<file path="config.mk">
export PLATFORM = sky130hd
export DESIGN_NAME = cas_player
export DESIGN_NICKNAME = d
export VERILOG_FILES = /design/src/rtl/cas_player.sv
export SDC_FILE = /design/constraint.sdc
export NUM_CORES = 1
export LEC_CHECK = 0
export BUFFER_PORTS_ARGS = -buffer_cell sky130_fd_sc_hd__buf_2
export CAP_MARGIN = 20
export CORE_MARGIN = 1.5
export CORE_UTILIZATION = 40
export CTS_CLUSTER_SIZE = 28
export DETAILED_ROUTE_END_ITERATION = 10
export HOLD_SLACK_MARGIN = 0.15
export PLACE_DENSITY_LB_ADDON = 0.1
export SETUP_SLACK_MARGIN = 0.2
export SLEW_MARGIN = 30
export SYNTH_ARGS = -nofsm -noshare
export SYNTH_HDL_FRONTEND = slang
export SYNTH_SLANG_ARGS = --single-unit
</file>
<file path="constraint.sdc">
create_clock -name clk_sys -period 5.5 [get_ports clk_sys]
set_input_delay 1.65 -clock clk_sys [delete_from_list [all_inputs] [get_ports clk_sys]]
set_output_delay 1.65 -clock clk_sys [all_outputs]
set_load 0.03 [all_outputs]
</file>
<file path="src/rtl/cas_player.sv">
// Cassette playback engine: fetches CAS image bytes over a req/ack read port and
// serialises them MSB-first as a Level II 500-baud pulse stream, gated by the motor bit.
module cas_player #(
  parameter int unsigned CELL_CYC  = 84000,
  parameter int unsigned DATA_OFS  = 42000,
  parameter int unsigned PULSE_CYC = 5250
) (
  input  logic        clk_sys,
  input  logic        reset_n,
  input  logic        start,
  input  logic        stop,
  input  logic [15:0] cas_len,
  input  logic        motor,
  output logic        rd_req,
  output logic [15:0] rd_addr,
  input  logic [7:0]  rd_data,
  input  logic        rd_ack,
  output logic        cas_bit,
  output logic        busy,
  output logic        done
);

  localparam int CYC_W = $clog2(CELL_CYC);

  typedef enum logic [1:0] {
    S_IDLE,
    S_FETCH,
    S_PLAY,
    S_DONE
  } state_t;

  state_t           state_q, state_d;
  logic [15:0]      len_q, len_d;
  logic [15:0]      addr_q, addr_d;
  logic [7:0]       shreg_q, shreg_d;
  logic [2:0]       bitcnt_q, bitcnt_d;
  logic [CYC_W-1:0] cyc_q, cyc_d;
  logic             done_q, done_d;
  logic             cas_bit_q, cas_bit_d;

  logic [31:0] cyc_ext;
  logic [15:0] addr_inc;
  logic        cell_end;
  logic        clock_pulse;
  logic        data_pulse;

  // Pulse windows are evaluated in 32-bit space so DATA_OFS+PULSE_CYC may equal CELL_CYC.
  assign cyc_ext     = 32'(cyc_q);
  assign addr_inc    = addr_q + 16'd1;
  assign cell_end    = (cyc_ext == CELL_CYC - 32'd1);
  assign clock_pulse = (cyc_ext < PULSE_CYC);
  assign data_pulse  = shreg_q[7] && (cyc_ext >= DATA_OFS) &&
                       (cyc_ext < DATA_OFS + PULSE_CYC);

  always_comb begin
    state_d   = state_q;
    len_d     = len_q;
    addr_d    = addr_q;
    shreg_d   = shreg_q;
    bitcnt_d  = bitcnt_q;
    cyc_d     = cyc_q;
    done_d    = done_q;
    cas_bit_d = 1'b0;

    if (stop) begin
      state_d = S_IDLE;
      done_d  = 1'b0;
    end else begin
      unique case (state_q)
        S_IDLE, S_DONE: begin
          if (start) begin
            if (cas_len == 16'd0) begin
              state_d = S_DONE;
              done_d  = 1'b1;
            end else begin
              len_d   = cas_len;
              addr_d  = 16'd0;
              done_d  = 1'b0;
              state_d = S_FETCH;
            end
          end
        end

        S_FETCH: begin
          if (rd_ack) begin
            shreg_d  = rd_data;
            bitcnt_d = 3'd7;
            cyc_d    = '0;
            state_d  = S_PLAY;
          end
        end

        // With the motor off everything holds and the output stays low.
        S_PLAY: begin
          if (motor) begin
            cas_bit_d = clock_pulse || data_pulse;
            if (cell_end) begin
              if (bitcnt_q != 3'd0) begin
                shreg_d  = {shreg_q[6:0], 1'b0};
                bitcnt_d = bitcnt_q - 3'd1;
                cyc_d    = '0;
              end else begin
                addr_d = addr_inc;
                if (addr_inc == len_q) begin
                  state_d = S_DONE;
                  done_d  = 1'b1;
                end else begin
                  state_d = S_FETCH;
                end
              end
            end else begin
              cyc_d = cyc_q + CYC_W'(1);
            end
          end
        end

        default: state_d = S_IDLE;
      endcase
    end
  end

  always_ff @(posedge clk_sys or negedge reset_n) begin
    if (!reset_n) begin
      state_q   <= S_IDLE;
      len_q     <= '0;
      addr_q    <= '0;
      shreg_q   <= '0;
      bitcnt_q  <= '0;
      cyc_q     <= '0;
      done_q    <= 1'b0;
      cas_bit_q <= 1'b0;
    end else begin
      state_q   <= state_d;
      len_q     <= len_d;
      addr_q    <= addr_d;
      shreg_q   <= shreg_d;
      bitcnt_q  <= bitcnt_d;
      cyc_q     <= cyc_d;
      done_q    <= done_d;
      cas_bit_q <= cas_bit_d;
    end
  end

  assign rd_req  = (state_q == S_FETCH);
  assign rd_addr = addr_q;
  assign busy    = (state_q == S_FETCH) || (state_q == S_PLAY);
  assign done    = done_q;
  assign cas_bit = cas_bit_q;

endmodule

</file>
== Word level (Yosys, flattened, before mapping) ==
Cells that the tools add are included.
Storage, ports and cells
  flip-flop bits (word level): 64
  bits in latches: 0
  input port bits: 30
  output and inout port bits: 20
  memories: 0
  ROM bits: 0
  memory bits (writable): 0
  logic and storage cells: 93
Operators by class
  bitwise logic cells: 2
  $add $sub $neg: 3
  div/mod/pow operators: 0
  multipliers: 0
  order comparisons: 3
  equality and inequality tests: 19
  multiplexer cells: 41
  reduce and logical (&&, ||, !) cells: 17
  shifts and indexed selects: 0
Operator list (count)
  $mux W16: 5
  $mux W17: 4
  $pmux W17 S2: 1
  $mux W8: 4
  $pmux W16 S2: 1
  $ne A3 B3 Y1 const B: 6
  $add A17 B1 Y17 const B: 1
  $eq A17 B17 Y1 const B: 1
  $ge A17 B16 Y1 const B: 1
  $lt A17 B13 Y1 const B: 1
  $lt A17 B16 Y1 const B: 1
  $add A16 B1 Y16 const B: 1
  $eq A16 B16 Y1: 1
  $logic_not A16 Y1: 1
  $mux W2: 8
  $pmux W8 S2: 1
  $mux W3: 4
  $ne A2 B2 Y1 const B: 6
  $reduce_and A6 Y1: 2
  $mux W1: 10
  $reduce_and A5 Y1: 2
  $reduce_and A7 Y1: 1
  $pmux W2 S3: 1
  $pmux W3 S2: 1
  14 further kinds: 20

== Depth between registers and ports, before layout ==
Gate-level depths: netlist of run 1.
  depth after elaboration: 8
  depth in mapped cells: 9
  depth with buffers taken out: 9

== Least setup slack after synthesis of run 1 ==
Ideal clock, no wire load.
  kind: input to register
  from: in cas_len[2]
  to: reg len_q[0]
  data required time: 5.375 ns
  setup time: 0.125 ns
  path buffers: 2
  data arrival time: 3.248 ns
  setup slack: 2.127 ns
  stages: 7
  path through: nor4_1 nand4_1 nand2_1 or3_1 clkbuf_1 buf_1 mux2_2
On the way
  longest elaborated chain between the ends: 3
RTL lines
  start, declared: line 12  | input logic [15:0] cas_len,
  $logic_not A16 Y1: line 72  | if (cas_len == 16'd0) begin
  $not A1 Y1 (no line)
  $reduce_and A4 Y1 (no line)
  end signal, assigned: line 134  | len_q <= len_d;
  end, declared: line 33  | logic [15:0] len_q, len_d;
Every way passes these cells.
A chain may end at the register's enable or synchronous reset.

== Worst setup path after layout of run 1 ==
  from: in cas_len[2]
  to: reg len_q[6]
The elaborated chain is that of the path after synthesis.

==> run metrics, run 1 <==
CTS tree built; Hold WC Path Type reg2reg; ANT cells 0; r2r endpoint rd_addr[12]$_DFFE_PN0P_; post-synth top area cell dfrtp_1; Total GRT Usage a little under a fifth; Crit Path Class in2reg; Worst slew margin a little under half; initial antenna violation count 0; first-pass GRT wire length around 15 mm; max-cap viol count 0; total congestion overflow 0; Leak Pwr between 1.5 and 2 nW; Synth Instances just over 400; Worst-Margin Slew between 0.8 and 0.9 ns; Worst-path clk slew approximately 0.07 ns; P_int around 1.1 mW; Port Buffer Count 49; Pwr per Cell Area about 400 nW/um2; crit path to len_q[6]$_DFFE_PN0P_; hold_buf cts 0; Critical Path, Cell by Cell buf_2 > nor4_1 > nand4_1 > nand2_1 > or3_1 > mux2_2; Mapped Nets 446; Net Switching 628 uW; Sw Share about 36%; CP peak stage delay between 0.6 and 0.7 ns; H-tree depth 3; status finished clean; peak supply drop 174 uV; reg2reg setup slack about 2.6 ns; RD Place Congestion between 0.7 and 0.8; ys async rst share 100%; worst-skew pair later-pin latency 0.34 ns; DRT Wirelength around 8.9 mm; clock power share about a quarter; Worst setup EP type register; drt first pass iters 4; R2R cell count 6; vias in the first global route between 2,000 and 3,000; Comb pwr share 36.9%; Setup Fix Bufs, Post-CTS 0; cts repair resizes 0; Reg-to-Reg Start cyc_q[13]$_DFFE_PN0P_; final core occ a little under half; Final nets approximately 490; detailed placement HPWL ~6.2 mm; Starting Density 41.1%; CTS Buffer Depth 2; Die Height 99.9 um; Final period util 62.3%; vias post-DR 3,185; #FFs+latches synth between 60 and 70; Synth Cell Area roughly 3800 um2; total core area between 9000 and 10,000 um2; # rows 35; area delta synth->final 14.0%; Setup Total Neg Slack 0 ns; post-synth cell types between 40 and 50; Max FO, Critical Path 16; Fmax between 200 and 300 MHz; Post-synth top flop dfrtp_1; clock sinks 64; first element of the critical path cas_len[2]; Tmin final between 3 and 4 ns; Worst setup SP type primary input; RSZ-0062 raised after global routing no; Critical Path RT approximately 5.7 ns; sequential area share after synthesis 42.6%; post-route antenna net violation count 0; initial detailed-routing violation count between 100 and 150; Inserted Clock Buffers 9; DRC viols 0; main area contributors after synthesis dfrtp_1, mux2_2, nor2_1, xnor2_1, xor2_1; CTS root buffer clkbuf_8; largest net degree at the start of global routing a little over 40; io pins 50; Die Wd between 90 and 100 um; clk_skew roughly 0.013 ns; synthesized area per cell between 9 and 10 um2; detailed-route vias per instance around 5.6; critical path arrival roughly 3.7 ns; Setup Viol. Count Final 0; ratio of cells with drive above 1 in the final layout approximately a fifth; die area between 9000 and 10,000 um2; sequential power share a little under two fifths; Synth Warn # 0; Hold Fails Final Rpt 0; CP max-delay cell or3_1; Post-synth EDFFs 0; Yosys top cell area share approximately 43%; Max Transition Viols Final 0; Fill cells 897; DR WL/cell between 15 and 20 um
[cells in the final DEF, fill, tap and decap left out, types with 3 or more instances in the layout]
master	n
buf_2	48
o41ai_1	5
nand3_1	13
nor2_1	41
o21ai_1	12
nand2_1	30
clkbuf_8	12
and3_1	3
nor4_1	11
a21oi_1	18
nand4_1	16
or3_1	8
xor2_1	14
nand2b_1	8
o31ai_1	11
mux2i_1	3
o221a_2	5
mux2_2	17
inv_1	16
xnor2_1	16
ha_1	6
nor2b_1	7
nor3_1	12
dfrtp_1	64
a31oi_1	5
and2_1	4
o21ai_0	21
[cells in the mapped netlist (6+ instances only)]
cell type / number
inv_1: 16
xnor2_1: 16
nor3_1: 12
o31ai_1: 11
nor2b_1: 7
or3_1: 8
clkbuf_1: 12
nand2_1: 30
o21ai_0: 21
o21ai_1: 12
nand3_1: 13
mux2_2: 17
nor4_1: 11
a21oi_1: 18
nand4_1: 16
ha_1: 6
nor2_1: 41
xor2_1: 14
nand2b_1: 8
dfrtp_1: 64
[critical path, delay by kind of cell]
| family | cells | cell delay (ns) |
|---|---|---|
| and+or+nand+nor | 4 | 1.49 |
| muxes | 1 | 0.41 |
| buffers and inverters | 1 | 0.10 |
[cell families after synthesis]
group,count (synthesis),share of synthesized area [%]
xor gates and xnor gates,30,6.99
adders and majority gates,6,2.00
and+or+nand+nor,166,23.1
buffers and inverters,35,3.86
DFF,64,42.6
muxes,20,5.89
AOI/OAI and AO/OA,89,15.5
[per-stage QoR]
step | area (um2) | power [mW] | setup slack, ns | instances | hold slack [ns]
floorplan | 3760 | 1.16 | 2.13 | 410 | 0.482
global placement | 4060 | 1.30 | 1.78 | 552 | 0.508
detailed placement | 4070 | 1.31 | 1.72 | 552 | 0.514
CTS | 4280 | 1.75 | 2.09 | 567 | 0.529
global route | 4280 | 1.85 | 1.88 | 567 | 0.543
finish | 4280 | 1.72 | 2.07 | 567 | 0.522
[worst min path at each step]
stage	start	endpoint	slack (ns)	cells after the start
final	bitcnt_q[0]$_DFFE_PN0P_	bitcnt_q[0]$_DFFE_PN0P_	0.52	1
after global routing	bitcnt_q[0]$_DFFE_PN0P_	bitcnt_q[0]$_DFFE_PN0P_	0.54	1
after CTS	bitcnt_q[0]$_DFFE_PN0P_	bitcnt_q[0]$_DFFE_PN0P_	0.53	1
after detailed placement	bitcnt_q[0]$_DFFE_PN0P_	bitcnt_q[0]$_DFFE_PN0P_	0.51	1
after global placement	len_q[8]$_DFFE_PN0P_	len_q[8]$_DFFE_PN0P_	0.51	1
after floorplan	cyc_q[0]$_DFFE_PN0P_	cyc_q[0]$_DFFE_PN0P_	0.48	1
[routing by layer]
metal | routed length [um] | track usage [%] | up-vias
met5 | 0 | 0 | -
met4 | 102 | 6.07 | 0
met3 | 361 | 4.18 | 9
met2 | 4030 | 29.1 | 75
met1 | 4390 | 26.5 | 1534
li1 | - | - | 1567
[registers in the layout, indices dropped and copies added, names as in the netlist]
| register | flops |
|---|---|
| bitcnt_q | 3 |
| cas_bit | 1 |
| cyc_q | 17 |
| done | 1 |
| len_q | 16 |
| rd_addr | 16 |
| shreg_q | 8 |
| state_q | 2 |
[final cells by class]
cell class / instances / area, um2 / share of cell area [%]
clock inverters: 2 / 37.5 / 0.877
multi-input cells: 311 / 2020 / 47.2
inverters: 16 / 60.1 / 1.40
flip-flops and latches: 64 / 1600 / 37.4
clock buffers: 13 / 169 / 3.95
repair buffers: 50 / 255 / 5.96
well taps: 111 / 139 / 3.24
[power by group through the flow]
stage | registers (mW) | logic, mW | clock network, mW
floorplan | 0.658 | 0.498 | 0
global placement | 0.668 | 0.628 | 0
detailed placement | 0.670 | 0.640 | 0
CTS | 0.661 | 0.643 | 0.443
global route | 0.676 | 0.716 | 0.460
finish | 0.661 | 0.636 | 0.426
Note: power is estimated with default switching activity, not from simulation.
==> run 2: changes to the inputs <==
Settings changed: ABC_AREA set to 1.
Clock period 5.5 ns to 3.4 ns, I/O delays scaled along.
==> run 2 against run 1 <==
Effect of this change: area after synthesis increased by 5.3%; sequential power is 62% higher; critical path type is now reg2out; power grew 41%; clock skew is 0.0012 ns higher; core utilization rose by 0.067 points; via count up 22%; first-iteration DRC count rose by 0.70%; flip-flop and latch count is the same; synthesized cell count increased by 35%; count of clock-buffer cells in the layout shrank 2; highest routed layer unchanged; combinational power rose by 11%.
==> run metrics, run 2 <==
io pins 50 (unchanged); Die Wd 102 um (+2.5%); Worst Hold Launch done$_DFFE_PN0P_; vias post-DR 3,884 (+22%); # rows 36 (+2.9%); Leak Pwr 2.17 nW (+17%); Tmin final about 2.5 ns; ratio of cells with drive above 1 in the final layout 15.2% (-5.6 points); Pwr per Cell Area 536 nW/um2 (+33%); max reg flops 17 (unchanged); Worst setup EP type output pin; CTS tree built; max-cap viol count 0 (unchanged); Hold WC Path Type reg2reg; CP peak stage delay 0.38 ns (-0.24 ns); largest net degree at the start of global routing 25 (-39%); CP max-delay cell dfrtp_1; Critical Path, Cell by Cell inv_1 > ha_1 > inv_1 > buf_2; total congestion overflow 0 (unchanged); area delta synth->final 14.6%; total design power 2.43 mW (+41%); die area 10,500 um2 (+5.2%); total core area 9680 um2 (+5.8%); Starting Density 40.9% (-0.19 points); ys async rst share 100% (unchanged); Worst Path Buf+Inv 3 (+2); initial antenna violation count 0 (unchanged); RD Place Congestion 0.878 (+11%); main area contributors after synthesis dfrtp_1, nand2_1, inv_1, nand3_1, nor2_1; Mapped Nets 589 (+32%); most frequent cells in the layout nand2_1, inv_1, dfrtp_1; Worst slew margin 42.9% (-2.2 points); synthesized area per cell 7.16 um2 (-22%); peak supply drop 249 uV (+43%); Worst setup SP type register; Total GRT Usage 20.3% (+1.5 points); Final nets 641 (+31%); top-count cell post-synth nand2_1; Crit Path Class reg2out; DRC viols 0 (unchanged); design area 4540 um2 (+6.0%); Port Buffer Count 49 (unchanged); final worst setup slack 0.884 ns (-1.19 ns); Setup WS pre-CTS 0.593 ns (-1.12 ns); DR WL/cell 13.5 um (-14%); Worst-Margin Slew 0.853 ns (+0.0293 ns); CP most frequent cell inv_1; Max FO, Critical Path 5 (-11); most frequent cells after synthesis nand2_1, inv_1, dfrtp_1; first element of the critical path state_q[0]$_DFFE_PN0P_; Setup Total Neg Slack 0 ns (unchanged); Placement Cell Area 4340 um2 (+6.5%); detailed placement HPWL 7.71 mm (+24%); Setup Fix Bufs, Post-CTS 0 (unchanged); Worst-path clk slew 0.08 ns (about the same); CTS root buffer clkbuf_8; detailed-route vias per instance 5.23 (-6.9%); H-tree depth 3 (unchanged); #FFs+latches synth 64 (unchanged); drt first pass iters 4 (unchanged); post-synth cell types 42 (-14%); Fmax 397 MHz; RSZ-0062 raised after global routing no; post-route antenna net violation count 0 (unchanged); Setup Viol. Count Final 0 (unchanged); Die Height 102 um (+2.5%); Yosys top cell area share 40.5% (-2.2 points); Hold Fails Final Rpt 0 (unchanged); clock sinks 64 (unchanged); crit-path leading delay family buffers and inverters; Max Transition Viols Final 0 (unchanged); critical path arrival 1.50 ns (-2.16 ns); Reg-to-Reg Start state_q[0]$_DFFE_PN0P_; Critical Path RT 2.38 ns (-3.35 ns); Post-synth EDFFs 0 (unchanged); Post-synth top flop dfrtp_1; Synth Instances 553 (+35%); first-pass GRT wire length 16.5 mm (+11%); initial detailed-routing violation count 143 (+0.70%); CTS Buffer Depth 2 (unchanged); most common cell after layout, fill and taps aside nand2_1; status finished clean; Synth Warn # 0 (unchanged); cts repair resizes 0 (unchanged); clk_skew 0.0143 ns (+0.00123 ns); DRT Wirelength 10.0 mm (+13%); Synth Cell Area 3960 um2 (+5.3%); Top reg by flops cyc_q; hold_buf cts 0 (unchanged); post-synth top area cell dfrtp_1; Final period util around 74%; worst-skew pair later-pin latency 0.35 ns (about the same); ANT cells 0 (unchanged); vias in the first global route 3,542 (+18%); sequential area share after synthesis 40.5% (-2.2 points); Inserted Clock Buffers 9 (unchanged)
-- run 2: cell count changes after synthesis, moves of 13 or more --
cell     previous run  this run
mux2_2             17         2
o21ai_0            21        34
inv_1              16        73
nand3_1            13        51
nand2_1            30       138
xnor2_1            16         1
nor2_1             41        57
-- run 2: kinds of logic after synthesis --
family / share of synthesized area (%)
compound gates: 11.6
buf+inv: 9.10
xor+xnor: 1.11
mux: 0.569
flops: 40.5
fa+ha+maj: 1.90
simple gates: 35.2
-- run 2: worst register-to-register path, delay by kind of cell (launching register included) --
family	cells	cell delay, ns
AND/OR/NAND/NOR	6	1.40
flip-flops	1	0.38
buffers and inverters	2	0.26
adder cells (fa/ha/maj)	1	0.21
AO/OA/AOI/OAI	1	0.13
-- run 2: layout make-up --
class | count | area [um2]
clock buffers | 11 | 141
clock inverters | 5 | 56.3
fillers | 1003 | 5150
inverters | 80 | 300
multi-input cells | 397 | 2000
flip-flops and latches | 64 | 1600
well taps | 133 | 166
repair buffers | 53 | 275
-- run 2: per-layer routing --
layer  share of wire (%)  track usage, %
met5                   0               0
met4                 2.0            6.64
met3                 4.6            4.92
met2                  49            34.1
met1                  45            25.8
-- run 2: worst paths after layout --
path / endpoint / slack, ns / cells after the start
max: busy / 0.88 / 4
min: done$_DFFE_PN0P_ / 0.48 / 2
max reg2reg: rd_addr[12]$_DFFE_PN0P_ / 0.95 / 10
min reg2reg: done$_DFFE_PN0P_ / 0.48 / 2
max in group asynchronous: cyc_q[12]$_DFFE_PN0P_ / 2.04 / 2
min in group asynchronous: rd_addr[0]$_DFFE_PN0P_ / 0.65 / 1
-- run 2: metrics by stage --
step | std cells | utilization [%] | hold slack [ns]
finish | 743 | 46.8 | 0.476
global route | 743 | 46.8 | 0.520
CTS | 743 | 46.8 | 0.481
detailed placement | 727 | 44.8 | 0.461
global placement | 727 | 44.8 | 0.452
floorplan | 553 | - | 0.453
-- run 2: power breakdown --
group / total (mW) / internal (mW) / leakage (nW) / switching [mW]
combinational: 0.703 / 0.256 / 1.25 / 0.447
sequential: 1.07 / 0.941 / 0.822 / 0.125
clock: 0.663 / 0.357 / 0.0993 / 0.305
